==> config.mk <==
export PLATFORM = sky130hd
export DESIGN_NAME = hsi_rx_deframer
export DESIGN_NICKNAME = d
export VERILOG_FILES = /design/src/rtl/hsi_rx_deframer.sv
export SDC_FILE = /design/constraint.sdc
export NUM_CORES = 1
export LEC_CHECK = 0
export CAP_MARGIN = 5
export CORE_AREA = 2 2 118 177
export CTS_CLUSTER_DIAMETER = 150
export DETAILED_ROUTE_END_ITERATION = 12
export DIE_AREA = 0 0 120 179
export GPL_TIMING_DRIVEN = 0
export SLEW_MARGIN = 20
export SYNTH_ARGS = -nofsm -noshare
export SYNTH_HDL_FRONTEND = slang
export SYNTH_SLANG_ARGS = --single-unit
==> constraint.sdc <==
create_clock -name MCK -period 5.95 [get_ports MCK]
set_input_delay 1.19 -clock MCK [delete_from_list [all_inputs] [get_ports MCK]]
set_output_delay 1.19 -clock MCK [all_outputs]
set_load 0.05 [all_outputs]
==> src/rtl/hsi_rx_deframer.sv <==
// HSI DRX deframer: DSYNC-framed serial bits to WORD_W words, output word FIFO and frame statistics.
// Define HSI_RX_PARITY_EN to accept a trailing even-parity bit per frame, reported on m_tuser.
module hsi_rx_deframer #(
    parameter int WORD_W = 16,
    parameter int NWORDS = 3,
    parameter int FIFO_D = 8
) (
    input  logic              MCK,
    input  logic              RST_N,
    input  logic              en,
    input  logic              clr_stats,
    input  logic              DSYNC,
    input  logic              DRX,
    output logic [WORD_W-1:0] m_tdata,
    output logic              m_tvalid,
    input  logic              m_tready,
    output logic              m_tlast,
    output logic              m_tuser,
    output logic              locked,
    output logic [15:0]       frame_cnt,
    output logic [7:0]        ovf_cnt,
    output logic [7:0]        sync_err_cnt
);
    localparam int BW = $clog2(WORD_W);
    localparam int XW = $clog2(NWORDS + 1);
    localparam int AW = $clog2(FIFO_D);
    localparam logic [BW-1:0] LAST_BIT  = BW'(WORD_W - 1);
    localparam logic [XW-1:0] LAST_WORD = XW'(NWORDS - 1);

    typedef enum logic [1:0] {HUNT, SHIFT, WAIT_SYNC} state_t;

    state_t              r_state;
    state_t              w_state_nx;
    logic                r_good;
    logic [WORD_W-1:0]   r_sh;
    logic [BW-1:0]       r_bit_idx;
    logic [XW-1:0]       r_word_idx;
    logic                r_wr_en;
    logic [WORD_W-1:0]   r_wr_data;
    logic                r_wr_last;
    logic [WORD_W-1:0]   r_mem_data [FIFO_D];
    logic [FIFO_D-1:0]   r_mem_last;
    logic [AW:0]         r_wp;
    logic [AW:0]         r_rp;
    logic [15:0]         r_frame_cnt;
    logic [7:0]          r_ovf_cnt;
    logic [7:0]          r_sync_err_cnt;

    logic                w_start;
    logic                w_sample;
    logic                w_sync_err;
    logic                w_frame_done;
    logic                w_last_bit;
    logic                w_par_bit;
    logic                w_hold;
    logic                w_word_done;
    logic                w_par_push;
    logic                w_push;
    logic [WORD_W-1:0]   w_new_word;
    logic                w_pop;
    logic                w_full;
    logic                w_wr;
    logic                w_ovf;

    function automatic logic [7:0] sat_inc8(input logic [7:0] v);
        return (v == 8'hFF) ? v : v + 8'd1;
    endfunction

    assign w_new_word = {r_sh[WORD_W-2:0], DRX};

`ifdef HSI_RX_PARITY_EN
    localparam logic [XW-1:0] PAR_SLOT = XW'(NWORDS);
    logic r_par;
    logic r_wr_user;
    logic [FIFO_D-1:0] r_mem_user;

    // The last data word waits in r_sh until the parity bit has been checked.
    assign w_par_bit  = (r_word_idx == PAR_SLOT);
    assign w_last_bit = w_par_bit;
    assign w_hold     = (r_word_idx == LAST_WORD);

    always_ff @(posedge MCK) begin
        if (w_start)
            r_par <= DRX;
        else if (w_sample && !w_par_bit)
            r_par <= r_par ^ DRX;
    end

    always_ff @(posedge MCK) begin
        if (w_push)
            r_wr_user <= w_par_push && (r_par ^ DRX);
        if (w_wr)
            r_mem_user[r_wp[AW-1:0]] <= r_wr_user;
    end

    assign m_tuser = m_tvalid & r_mem_user[r_rp[AW-1:0]];
`else
    assign w_par_bit  = 1'b0;
    assign w_last_bit = (r_word_idx == LAST_WORD) && (r_bit_idx == LAST_BIT);
    assign w_hold     = 1'b0;
    assign m_tuser    = 1'b0;
`endif

    always_comb begin
        w_state_nx   = r_state;
        w_start      = 1'b0;
        w_sample     = 1'b0;
        w_sync_err   = 1'b0;
        w_frame_done = 1'b0;
        case (r_state)
            HUNT: begin
                if (en && DSYNC) begin
                    w_state_nx = SHIFT;
                    w_start    = 1'b1;
                end
            end
            SHIFT: begin
                if (!en) begin
                    w_state_nx = HUNT;
                end else if (DSYNC && !w_last_bit) begin
                    w_sync_err = 1'b1;
                    w_start    = 1'b1;
                end else begin
                    w_sample = 1'b1;
                    if (w_last_bit) begin
                        w_frame_done = 1'b1;
                        w_state_nx   = WAIT_SYNC;
                    end
                end
            end
            WAIT_SYNC: begin
                if (en && DSYNC) begin
                    w_state_nx = SHIFT;
                    w_start    = 1'b1;
                end else begin
                    w_state_nx = HUNT;
                end
            end
            default: w_state_nx = HUNT;
        endcase
    end

    always_ff @(posedge MCK or negedge RST_N) begin
        if (!RST_N) begin
            r_state <= HUNT;
            r_good  <= 1'b0;
        end else begin
            r_state <= w_state_nx;
            if (w_state_nx == HUNT)
                r_good <= 1'b0;
            else if (w_frame_done)
                r_good <= 1'b1;
        end
    end

    assign locked = r_good && (r_state != HUNT);

    assign w_word_done = w_sample && !w_par_bit && (r_bit_idx == LAST_BIT);
    assign w_par_push  = w_sample && w_par_bit;
    assign w_push      = (w_word_done && !w_hold) || w_par_push;

    always_ff @(posedge MCK or negedge RST_N) begin
        if (!RST_N) begin
            r_bit_idx  <= '0;
            r_word_idx <= '0;
        end else if (w_start) begin
            r_bit_idx  <= BW'(1);
            r_word_idx <= '0;
        end else if (w_sample && !w_par_bit) begin
            if (r_bit_idx == LAST_BIT) begin
                r_bit_idx  <= '0;
                r_word_idx <= r_word_idx + 1'b1;
            end else begin
                r_bit_idx <= r_bit_idx + 1'b1;
            end
        end
    end

    always_ff @(posedge MCK) begin
        if (w_start || (w_sample && !w_par_bit))
            r_sh <= w_new_word;
    end

    // Completed word is staged one cycle before entering the FIFO.
    always_ff @(posedge MCK or negedge RST_N) begin
        if (!RST_N)
            r_wr_en <= 1'b0;
        else
            r_wr_en <= w_push;
    end

    always_ff @(posedge MCK) begin
        if (w_push) begin
            r_wr_data <= w_par_push ? r_sh : w_new_word;
            r_wr_last <= w_par_push || (r_word_idx == LAST_WORD);
        end
    end

    assign m_tvalid = (r_wp != r_rp);
    assign w_pop    = m_tvalid && m_tready;
    assign w_full   = (r_wp[AW] != r_rp[AW]) && (r_wp[AW-1:0] == r_rp[AW-1:0]);
    assign w_wr     = r_wr_en && (!w_full || w_pop);
    assign w_ovf    = r_wr_en && !w_wr;

    always_ff @(posedge MCK) begin
        if (w_wr) begin
            r_mem_data[r_wp[AW-1:0]] <= r_wr_data;
            r_mem_last[r_wp[AW-1:0]] <= r_wr_last;
        end
    end

    always_ff @(posedge MCK or negedge RST_N) begin
        if (!RST_N) begin
            r_wp <= '0;
            r_rp <= '0;
        end else begin
            if (w_wr)
                r_wp <= r_wp + 1'b1;
            if (w_pop)
                r_rp <= r_rp + 1'b1;
        end
    end

    // Output gated so an empty FIFO presents zeros.
    assign m_tdata = m_tvalid ? r_mem_data[r_rp[AW-1:0]] : '0;
    assign m_tlast = m_tvalid & r_mem_last[r_rp[AW-1:0]];

    always_ff @(posedge MCK or negedge RST_N) begin
        if (!RST_N) begin
            r_frame_cnt    <= '0;
            r_ovf_cnt      <= '0;
            r_sync_err_cnt <= '0;
        end else if (clr_stats) begin
            r_frame_cnt    <= '0;
            r_ovf_cnt      <= '0;
            r_sync_err_cnt <= '0;
        end else begin
            if (w_frame_done)
                r_frame_cnt <= r_frame_cnt + 16'd1;
            if (w_sync_err)
                r_sync_err_cnt <= sat_inc8(r_sync_err_cnt);
            if (w_ovf)
                r_ovf_cnt <= sat_inc8(r_ovf_cnt);
        end
    end

    assign frame_cnt    = r_frame_cnt;
    assign ovf_cnt      = r_ovf_cnt;
    assign sync_err_cnt = r_sync_err_cnt;

endmodule
==> run_results.csv <==
group,metric,value,unit
setup_path,crit_arrival,3.54,ns
setup_path,end_kind,"primary output",
power_and_ir_drop,p_per_area,406,nW/µm²
logic_synthesis,synth_compound_area_frac,0.0467,
placed_design,dp_cells,862,
logic_synthesis,synth_top_area_cell,"edfxtp_1",
logic_synthesis,async_reset_ff_frac,0.229,
route,drtPass1Iterations,4,
logic_synthesis,yosysSeqAreaShare,0.713,
setup_path,start_kind,"flip-flop",
route,vias,4988,
setup_path,worst_path_most_repeated_cell,"clkbuf_1",
clock_network,clock_sinks,218,
worst_hold_path,hp-class,"flip-flop to flip-flop",
timing,setup_viol,0,
global_route,grt.total_usage,0.174,
cells_and_area,design_area,10500,µm²
clock_network,cts_made_buffers,20,
timing,slew_headroom,0.354,
power_and_ir_drop,power.share.sequential,0.393,
logic_synthesis,syn_nets,550,
logic_synthesis,avgSynthCellArea,16.5,µm²
clock_network,cts_tree,"built",
power_and_ir_drop,clkPwrFrac,0.308,
floorplanning,die_area,21500,µm²
cells_and_area,antenna_cells,0,
placed_design,dpl_cell_area,9830,µm²
cells_and_area,final_cell_mix,"edfxtp_1, clkdlybuf4s50_1, dfrtp_1",
logic_synthesis,synth_top_family_by_area,"multiplexers",
logic_synthesis,muxShareOfSynthArea,0.112,
logic_synthesis,synthXorXnorAreaFrac,0.0178,
logic_synthesis,synth_area_leaders,"edfxtp_1, dfrtp_1, mux4_2, mux2i_1, nor2_1",
timing,finalWorstSetupSlack,1.22,ns
logic_synthesis,synth.top_cell.area_share,0.571,
timing,whs,0.452,ns
power_and_ir_drop,swShare,0.317,
clock_network,cts_root_buffer,"clkbuf_16",
floorplanning,fp.dieH,179,µm
cells_and_area,fillers,1646,
power_and_ir_drop,p_switching,1.35,mW
cells_and_area,regArea,6300,µm²
logic_synthesis,synth_cell_type_count,46,
logic_synthesis,synth_seq_cells,218,
logic_synthesis,syn_inst,536,
setup_path,worstSetupPathType,"flip-flop to primary output",
global_route,antenna_found_initial,0,
setup_path,cp_cell_sequence,"clkbuf_1 > xor2_1 > nor4_1 > clkbuf_1 > clkbuf_1 > nor2_1 > clkdlybuf4s50_1",
power_and_ir_drop,internal_power,2.92,mW
floorplanning,io_pins,59,
cells_and_area,fin_cells,898,
timing,fin_skew,0.0104,ns
logic_synthesis,yosys_warnings,0,
clock_network,hold_buffers,0,
timing,fin_crit_sh,0.795,
global_route,grt_pass1_vias,5315,
setup_path,cp_slowest_cell,"clkdlybuf4s50_1",
timing,grt_setup_unrepaired,"no",
clock_network,clkTransAtPathRegs,0.07,ns
route,drt-vias-per-instance,5.55,
logic_synthesis,syn_area,8830,µm²
outcome,status,"completed",
floorplanning,row_count,64,
placed_design,portBuffers,56,
route,drt_iter0_drc,324,
logic_synthesis,synthAdderAreaFrac,0.00991,
clock_network,postCtsSetupRepairBufs,0,
flow_run,cap_violations,0,
floorplanning,core_area,20100,µm²
route,wl_per_cell,20.2,µm
setup_path,slowest_delay,0.72,ns
timing,worstMarginPinSlew,0.968,ns
logic_synthesis,synth_edf_count,168,
power_and_ir_drop,combPwrFrac,0.300,
clock_network,clockBufferDepth,3,
power_and_ir_drop,p_leak,3.63,nW
timing,min_period,4.73,ns
timing,slew_violations,0,
floorplanning,initial_core_util,0.440,
route,drc_errors,0,
global_route,grt_max_degree,51,
cells_and_area,syn2layout_area_growth,19.0,%
route,wl,18200,µm
cells_and_area,multi_input_area,2400,µm²
clock_network,clkLatencyLatePin,0.49,ns
setup_path,required,4.76,ns
timing,max_freq,0.212,GHz
logic_synthesis,synth-main-ff-cell,"edfxtp_1",
timing,tns,0,ns
setup_path,crit_fanout,10,
cells_and_area,drive_gt1_frac,0.159,
placed_design,place_congestion,0.782,
placed_design,pre_cts_slack,1.73,ns
timing,hold_viol_final,0,
power_and_ir_drop,irDropWorstVdd,206,µV
route,ant_nets,0,
floorplanning,die_w,120,µm
global_route,overflow,0,
cells_and_area,mostFrequentLayoutCell,"edfxtp_1",
logic_synthesis,synth-simple-area-share,0.0789,
global_route,grt_pass1_wl,28800,µm
placed_design,dpl.hpwl,11600,µm
clock_network,h-tree-depth,1,
clock_network,cts_resized,0,
cells_and_area,nets,634,
-- stage by stage --
stage          utilization  total power [mW]
2_1_floorplan            -              2.62
3_3_place_gp         0.484              3.00
3_5_place_dp         0.489              3.01
4_1_cts              0.523              4.32
5_1_grt              0.523              4.44
6_report             0.523              4.27
-- kinds of logic after synthesis --
family | Yosys count
compound gates | 67
xor+xnor | 18
fa+ha+maj | 7
buf+inv | 42
flops | 218
mux | 56
other cells | 1
simple gates | 127
-- synthesized netlist by cell type, types with 5 or more instances --
master      n
inv_1      18
nand2_1    12
or3_1       7
clkbuf_1   13
nand4_1     9
buf_2       5
mux4_2     34
xor2_1      6
edfxtp_1  168
nor4_1      5
o21ai_0    13
dfrtp_1    50
mux2i_1    19
xnor2_1    12
nor3_1      6
nand3_1    13
a21oi_1    27
or4_1      12
o31ai_1     8
and4_1      6
ha_1        7
nor2_1     38
-- path summary, 6_finish.rpt --
path                               endpoint  slack (ns)  cells past startpoint     start
setup reg to reg           r_mem_data[0][6]        2.87                      8   r_wp[2]
hold / removal                r_wr_data[15]        0.45                      0  r_sh[14]
setup / recovery                m_tdata[13]        1.22                      7   r_wp[2]
max in group asynchronous      frame_cnt[0]        4.77                      1     RST_N
hold reg to reg               r_wr_data[15]        0.45                      0  r_sh[14]
min in group asynchronous        ovf_cnt[7]        0.72                      1     RST_N
-- per-layer routing --
layer / wire (µm) / vias to the layer above / GRT usage
li1: - / 2266 / -
met1: 7280 / 2535 / 0.217
met2: 9580 / 151 / 0.312
met3: 871 / 36 / 0.0242
met4: 448 / 0 / 0.0608
met5: 0 / - / 0
-- registers in the layout (all words and copies together), names as in the netlist, 4 cells and up --
register and flops:
r_wp 4, r_bit_idx 4, r_rp 4, r_mem_data 128
r_mem_last 8, r_wr_data 16, r_sh 15, frame_cnt 16
ovf_cnt 8, sync_err_cnt 8
-- power groups by stage --
| stage | registers [mW] | logic [mW] | clock network, mW |
|---|---|---|---|
| 2_1_floorplan | 1.70 | 0.919 | 0 |
| 3_3_place_gp | 1.71 | 1.29 | 0 |
| 3_5_place_dp | 1.71 | 1.31 | 0 |
| 4_1_cts | 1.68 | 1.31 | 1.34 |
| 5_1_grt | 1.68 | 1.36 | 1.40 |
| 6_report | 1.68 | 1.28 | 1.31 |
-- cell type report --
type                    count  area share
flip-flops and latches    218       0.599
clock inverters             8     0.00714
plain buffers              24      0.0117
inverters                  18     0.00643
multi-input cells         276       0.228
clock buffers              28      0.0582
repair buffers             62      0.0581
well taps                 264      0.0314
-- critical path, delay by kind of cell (launching register included) --
family	cells	cell delay (ns)
buffers and inverters	4	2.06
AND/OR/NAND/NOR	2	0.49
XOR/XNOR	1	0.16
flip-flops	1	0.32
Power figures use the tool's default switching activity.
